## config.mk

```make
export PLATFORM = sky130hd
export DESIGN_NAME = chunked_subtractor
export DESIGN_NICKNAME = d
export VERILOG_FILES = /design/src/rtl/chunked_subtractor.sv
export SDC_FILE = /design/constraint.sdc
export NUM_CORES = 1
export LEC_CHECK = 0
export ABC_AREA = 1
export BUFFER_PORTS_ARGS = -buffer_cell sky130_fd_sc_hd__clkbuf_2
export CAP_MARGIN = 10
export CORE_MARGIN = 3
export CORE_UTILIZATION = 47
export DETAILED_ROUTE_END_ITERATION = 8
export GPL_ROUTABILITY_DRIVEN = 0
export GPL_TIMING_DRIVEN = 0
export PLACE_DENSITY = 0.79
export SKIP_LAST_GASP = 1
export SYNTH_ARGS = -nofsm -noshare
export SYNTH_HDL_FRONTEND = slang
export SYNTH_SLANG_ARGS = --single-unit
```

## constraint.sdc

```tcl
create_clock -name clk -period 5.4 [get_ports clk]
set_input_delay 0.27 -clock clk [delete_from_list [all_inputs] [get_ports clk]]
set_output_delay 0.27 -clock clk [all_outputs]
set_load 0.01 [all_outputs]
```

## src/rtl/chunked_subtractor.sv

```systemverilog
// Multi-cycle WIDTH-bit subtractor: diff = a - b - bin, one CHUNK_W slice per clock, LSB first.
// Define ADD_MODE_EN to add an op input selecting a + b + bin (bout then reports carry out).
module chunked_subtractor #(
   parameter int unsigned WIDTH   = 32,
   parameter int unsigned CHUNK_W = 16
) (
   input  logic             clk,
   input  logic             rst_n,
   input  logic             start,
   input  logic [WIDTH-1:0] a,
   input  logic [WIDTH-1:0] b,
   input  logic             bin,
`ifdef ADD_MODE_EN
   input  logic             op,
`endif
   output logic             busy,
   output logic             done,
   output logic [WIDTH-1:0] diff,
   output logic             bout,
   output logic             ovf
);

   localparam int unsigned N     = WIDTH / CHUNK_W;
   localparam int unsigned CNT_W = (N > 1) ? $clog2(N) : 1;

   typedef enum logic {IDLE, RUN} state_e;

   state_e             state_q, state_d;
   logic [CNT_W-1:0]   cnt_q, cnt_d;
   logic [WIDTH-1:0]   a_q, a_d;
   logic [WIDTH-1:0]   b_q, b_d;
   logic [WIDTH-1:0]   res_q, res_d;
   logic               bor_q, bor_d;
   logic               a_msb_q, a_msb_d;
   logic               b_msb_q, b_msb_d;
   logic               op_q, op_d;
   logic               busy_q, busy_d;
   logic               done_q, done_d;
   logic [WIDTH-1:0]   diff_q, diff_d;
   logic               bout_q, bout_d;
   logic               ovf_q, ovf_d;

   logic                       op_in_c;
   logic [WIDTH-1:0]           b_eff_c;
   logic [CHUNK_W:0]           slice_c;
   logic [WIDTH+CHUNK_W-1:0]   res_cat_c;
   logic [WIDTH-1:0]           res_shift_c;

`ifdef ADD_MODE_EN
   assign op_in_c = op;
`else
   assign op_in_c = 1'b0;
`endif

   // Addition reuses the subtractor: a + b + c == a - ~b - ~c, with inverted borrow sense.
   assign b_eff_c = op_in_c ? ~b : b;

   assign slice_c = {1'b0, a_q[CHUNK_W-1:0]} - {1'b0, b_q[CHUNK_W-1:0]}
                    - (CHUNK_W+1)'(bor_q);

   // New slice enters at the top; after N slices the result is fully aligned.
   assign res_cat_c   = {slice_c[CHUNK_W-1:0], res_q};
   assign res_shift_c = res_cat_c[WIDTH+CHUNK_W-1:CHUNK_W];

   always_comb begin
      state_d = state_q;
      cnt_d   = cnt_q;
      a_d     = a_q;
      b_d     = b_q;
      res_d   = res_q;
      bor_d   = bor_q;
      a_msb_d = a_msb_q;
      b_msb_d = b_msb_q;
      op_d    = op_q;
      busy_d  = busy_q;
      done_d  = 1'b0;
      diff_d  = diff_q;
      bout_d  = bout_q;
      ovf_d   = ovf_q;
      unique case (state_q)
         IDLE: begin
            if (start) begin
               a_d     = a;
               b_d     = b_eff_c;
               bor_d   = bin ^ op_in_c;
               a_msb_d = a[WIDTH-1];
               b_msb_d = b_eff_c[WIDTH-1];
               op_d    = op_in_c;
               cnt_d   = '0;
               busy_d  = 1'b1;
               state_d = RUN;
            end
         end
         RUN: begin
            a_d   = a_q >> CHUNK_W;
            b_d   = b_q >> CHUNK_W;
            bor_d = slice_c[CHUNK_W];
            res_d = res_shift_c;
            cnt_d = cnt_q + CNT_W'(1);
            if (cnt_q == CNT_W'(N - 1)) begin
               diff_d  = res_shift_c;
               bout_d  = slice_c[CHUNK_W] ^ op_q;
               ovf_d   = (a_msb_q != b_msb_q) && (slice_c[CHUNK_W-1] != a_msb_q);
               done_d  = 1'b1;
               busy_d  = 1'b0;
               state_d = IDLE;
            end
         end
         default: state_d = IDLE;
      endcase
   end

   always_ff @(posedge clk or negedge rst_n) begin
      if (!rst_n) begin
         state_q <= IDLE;
         cnt_q   <= '0;
         a_q     <= '0;
         b_q     <= '0;
         res_q   <= '0;
         bor_q   <= 1'b0;
         a_msb_q <= 1'b0;
         b_msb_q <= 1'b0;
         op_q    <= 1'b0;
         busy_q  <= 1'b0;
         done_q  <= 1'b0;
         diff_q  <= '0;
         bout_q  <= 1'b0;
         ovf_q   <= 1'b0;
      end else begin
         state_q <= state_d;
         cnt_q   <= cnt_d;
         a_q     <= a_d;
         b_q     <= b_d;
         res_q   <= res_d;
         bor_q   <= bor_d;
         a_msb_q <= a_msb_d;
         b_msb_q <= b_msb_d;
         op_q    <= op_d;
         busy_q  <= busy_d;
         done_q  <= done_d;
         diff_q  <= diff_d;
         bout_q  <= bout_d;
         ovf_q   <= ovf_d;
      end
   end

   assign busy = busy_q;
   assign done = done_q;
   assign diff = diff_q;
   assign bout = bout_q;
   assign ovf  = ovf_q;

endmodule

```

=== Word-level counts from Yosys, hierarchy flattened ===
Cells that the tools add are included.

* Memories kept: 0
* Bits of input ports: 68
* Bits in latches: 0
* Word-level logic and storage cells: 41
* ROM bits: 0
* Register bits: 137
* RAM bits: 0

* Bitwise logic cells: 1
* Reductions and logical operators: 4
* Eq/ne operators: 4
* Add/subtract/negate cells: 3
* Div/mod/pow operators: 0
* Mux-type cells: 16
* Shifts and indexed selects: 0
* Multiply operators: 0
* $lt $le $gt $ge: 0

{| class="wikitable"
|+ Operator list
! operator !! count
|-
| $pmux 32 s2 || 2
|-
| $mux 32 || 2
|-
| $sub 16x16->17 || 1
|-
| $sub 17x1->17 || 1
|-
| $mux 1 || 8
|-
| $pmux 1 s2 || 4
|-
| $reduce_and 2->1 || 3
|-
| $ne 1x1->1 || 2
|-
| $ne 2x1->1 const B || 1
|-
| $ne 2x2->1 const B || 1
|-
| $add 1x1->1 const B || 1
|-
| $logic_and 1x1->1 || 1
|-
| $not 1->1 || 1
|}

=== Depth between registers and ports, before layout ===
* Word-level depth: 4
* Gate-level depth with buffers: 16

=== Least setup slack after synthesis ===
Ideal clock, no wire load.

* Path kind: flip-flop to flip-flop
* Start point: register a_q[0]
* End point: register diff_q[26] (netlist: diff[26])
* Path buffers: 0
* Library setup time: 0.117 ns
* Cell stages (with the launch flop): 12
* Arrival time: 1.940 ns
* Path slack: 3.343 ns
* Cell sequence: dfrtp_1 -> fa_1 -> fa_1 -> o21ai_1 -> nand2_1 -> nand2_1 -> nand2_2 -> nand2_1 -> nand2_1 -> xor2_1 -> nand2_1 -> nand2_1

* Cells in the longest elaborated chain, start to end: 2

{| class="wikitable"
|+ Ends and longest elaborated chain
! element !! RTL line !! text
|-
| start, declared || 30 || <nowiki>logic [WIDTH-1:0] a_q, a_d;</nowiki>
|-
| start signal, assigned || 117 || <nowiki>a_q <= '0;</nowiki>
|-
| start signal, assigned || 132 || <nowiki>a_q <= a_d;</nowiki>
|-
| $sub 16x16->17 || 58 || <nowiki>assign slice_c = {1'b0, a_q[CHUNK_W-1:0]} - {1'b0, b_q[CHUNK_W-1:0]}</nowiki>
|-
| $sub 17x1->17 || 59 || <nowiki>- (CHUNK_W+1)'(bor_q);</nowiki>
|-
| end signal, assigned || 141 || <nowiki>diff_q <= diff_d;</nowiki>
|-
| end, declared || 39 || <nowiki>logic [WIDTH-1:0] diff_q, diff_d;</nowiki>
|}

No other way between the ends.
A chain may end at the register's enable or synchronous reset.

=== Final worst setup path ===
Same ends and word-level chain as after synthesis.

==> results.json <==
{
  "start_util": 0.486,
  "syn_to_final_growth_pct": 22.4,
  "yosys.area_share.simple": 0.206,
  "synthMuxAreaShare": 0,
  "fin_area_um2": 7200,
  "cap_violations": 0,
  "die_width_um": 118,
  "postCtsResizedCells": 0,
  "wirelength_mm": 14.2,
  "cts_buffer_depth": 2,
  "die_y_um": 118,
  "required_ns": 5.75,
  "fin_util": 0.595,
  "clock_sinks": 121,
  "synth_compound_area_frac": 0.116,
  "hold_violations": 0,
  "r2r-start": "a_q[0]$_DFFE_PN0P_",
  "overflow": 0,
  "synth-edff-count": 0,
  "p_per_area_nw_per_um2": 784,
  "drt_iter0_drc": 290,
  "grt_max_degree": 63,
  "synth.most_common_cell": "nand2_1",
  "timing.rr.end": "diff[26]$_DFFE_PN0P_",
  "async_flop_share": 1.00,
  "antenna_found_initial": 0,
  "fin_crit_sh": 0.430,
  "synth.yosys.seq_area_share": 0.515,
  "synth_largest_area_cell": "dfrtp_1",
  "die_area_um2": 13900,
  "io_pins": 104,
  "tightest_slew_ns": 0.567,
  "yosysWarnings": 0,
  "avgRoutedWirePerCell_um": 14.5,
  "grt_pass1_vias": 4933,
  "cts_max_level": 4,
  "ir_worst_vdd_mv": 0.302,
  "vias": 4909,
  "status": "finished, final reports clean",
  "synthCells": 680,
  "synthXorXnorAreaFrac": 0.0149,
  "synth_fa_ha_area_frac": 0.0706,
  "fmax_mhz": 431,
  "cts-buffers-inserted": 17,
  "drtAntennaViolNets": 0,
  "vias_per_cell": 5.00,
  "synth_ff_type": "dfrtp_1",
  "min_path_cells": 3,
  "synth_area_per_cell_um2": 8.65,
  "clk_latency_ns": 0.42,
  "slew_viol_final": 0,
  "reg2reg_depth": 11,
  "drc": 0,
  "fin_setup_tns_ns": 0,
  "max-slew-margin-rel": 0.622,
  "diodes": 0,
  "rsz0062_at_grt": "false",
  "criticalPathCategory": "reg2reg",
  "synth_nets": 780,
  "synth_area_leaders": "dfrtp_1 (51%), nand2_1 (15%), ha_1 (6.4%)",
  "p_leak_nw": 3.90,
  "rrSetupSlack_ns": 3.08,
  "synth_common_cells": "nand2_1 (241), dfrtp_1 (121), inv_1 (86)",
  "grt_pass1_wl_mm": 24.0,
  "synth_cell_type_count": 31,
  "worstHoldPathType": "in2reg",
  "hold_path_end": "b_q[28]$_DFFE_PN0P_",
  "synth_top_family_by_area": "simple AND/OR/NAND/NOR gates",
  "fp.coreArea_um2": 12100,
  "drt-pass1-iter-count": 5,
  "drive_above_1_share": 0.214,
  "ys_seq_elements": 121,
  "min_period_ns": 2.32,
  "layout.nets": 904,
  "crit_fanout": 3,
  "cts_tree": "built",
  "io_buffers": 103,
  "end_kind": "flop",
  "synth_top_cell_area_share": 0.515,
  "crit_arrival_ns": 2.67,
  "netlist_area_um2": 5880,
  "worstSetupStartpointType": "flop",
  "dp_hpwl_mm": 10.5,
  "clock_skew_ns": 0.0104,
  "setup_viol": 0,
  "clock-root-buffer": "clkbuf_16",
  "num_rows": 40,
  "min_from": "b[28]",
  "grt_usage": 0.218,
  "path_clk_slew_ns": 0.05,
  "placed_area_um2": 6650
}
-- flip-flops by register name, summed over array words and instances, names as in the netlist --
signal,flops
a_msb_q,1
a_q,32
b_msb_q,1
b_q,32
bor_q,1
bout,1
busy,1
cnt_q,1
diff,32
done,1
ovf,1
res_q,16
state_q,1
-- layout by cell type, fill, tap and decap left out, types with 7 or more instances in the layout --
cell	n
a22oi_1	8
nand2_1	241
clkbuf_1	8
dfrtp_1	121
o21ai_1	8
xnor2_1	7
nand2_2	11
a21oi_2	7
clkbuf_16	17
nand3_1	25
a22o_1	15
buf_2	19
ha_1	30
o211ai_1	18
nor2_1	18
inv_1	86
clkbuf_2	102
o21ai_0	29
-- metal layers --
metal	vias up	GRT usage	wire (um)
li1	2415	-	-
met1	2289	0.280	6290
met2	190	0.359	6710
met3	15	0.0605	1000
met4	0	0.0703	216
met5	-	0	0
-- power by group --
group | total, W | switching [W] | internal, W
Combinational | 0.00310 | 0.00197 | 0.00113
Sequential | 0.00151 | 0.000207 | 0.00130
Clock | 0.00104 | 0.000364 | 0.000680
Total | 0.00565 | 0.00254 | 0.00311
-- critical path, cell delays in order (launching register included) --
cell and delay, ns:
dfrtp_1 0.39, fa_1 0.48, fa_1 0.42, o21ai_1 0.15, nand2_1 0.11, nand2_1 0.09, nand2_2 0.07, nand2_1 0.07
nand2_1 0.06, xor2_1 0.24, nand2_1 0.08, nand2_1 0.08
-- final cells by class --
type	count	area, um2
plain buffers	26	121
clock buffers	25	505
clock inverters	3	40.0
fillers	1076	4910
inverters	91	342
multi-input cells	442	2390
flip-flops and latches	121	3030
well taps	168	210
repair buffers	105	562
-- what timing repair did --
item | 4_1_cts | 5_1_grt
buffers inserted | 0 | 0
hold endpoints to repair | 61 | 0
hold buffers | 1 | 0
-- cell families (layout without fill, tap and decap cells) --
family,Yosys count,count (layout)
buf+inv,117,250
simple gates,301,301
fa+ha+maj,32,32
xor+xnor,10,10
flops,121,121
compound gates,99,99
-- through the flow --
| stage | instances | worst slack [ns] | hold slack [ns] | total power [W] |
|---|---|---|---|---|
| floorplan | 680 | 3.34 | -0.0256 | 0.00374 |
| global placement | 951 | 2.27 | 0.458 | 0.00447 |
| detailed placement | 952 | 3.12 | 0.284 | 0.00457 |
| CTS | 981 | 3.09 | 0.0372 | 0.00566 |
| global route | 981 | 2.96 | 0.0590 | 0.00617 |
| finish | 981 | 3.08 | 0.0441 | 0.00565 |
-- worst max-delay path by stage --
stage | from | end | slack, ns | cells past startpoint
after detailed placement | a_q[0]$_DFFE_PN0P_ | bor_q$_DFFE_PN0P_ | 3.12 | 10
after CTS | a_q[0]$_DFFE_PN0P_ | bor_q$_DFFE_PN0P_ | 3.09 | 10
after global placement | rst_n | b_q[12]$_DFFE_PN0P_ | 2.27 | 1
final | a_q[0]$_DFFE_PN0P_ | diff[26]$_DFFE_PN0P_ | 3.08 | 11
after floorplan | a_q[0]$_DFFE_PN0P_ | diff[26]$_DFFE_PN0P_ | 3.34 | 11
after global routing | a_q[0]$_DFFE_PN0P_ | bor_q$_DFFE_PN0P_ | 2.96 | 10
(Power assumes the default switching activity.)
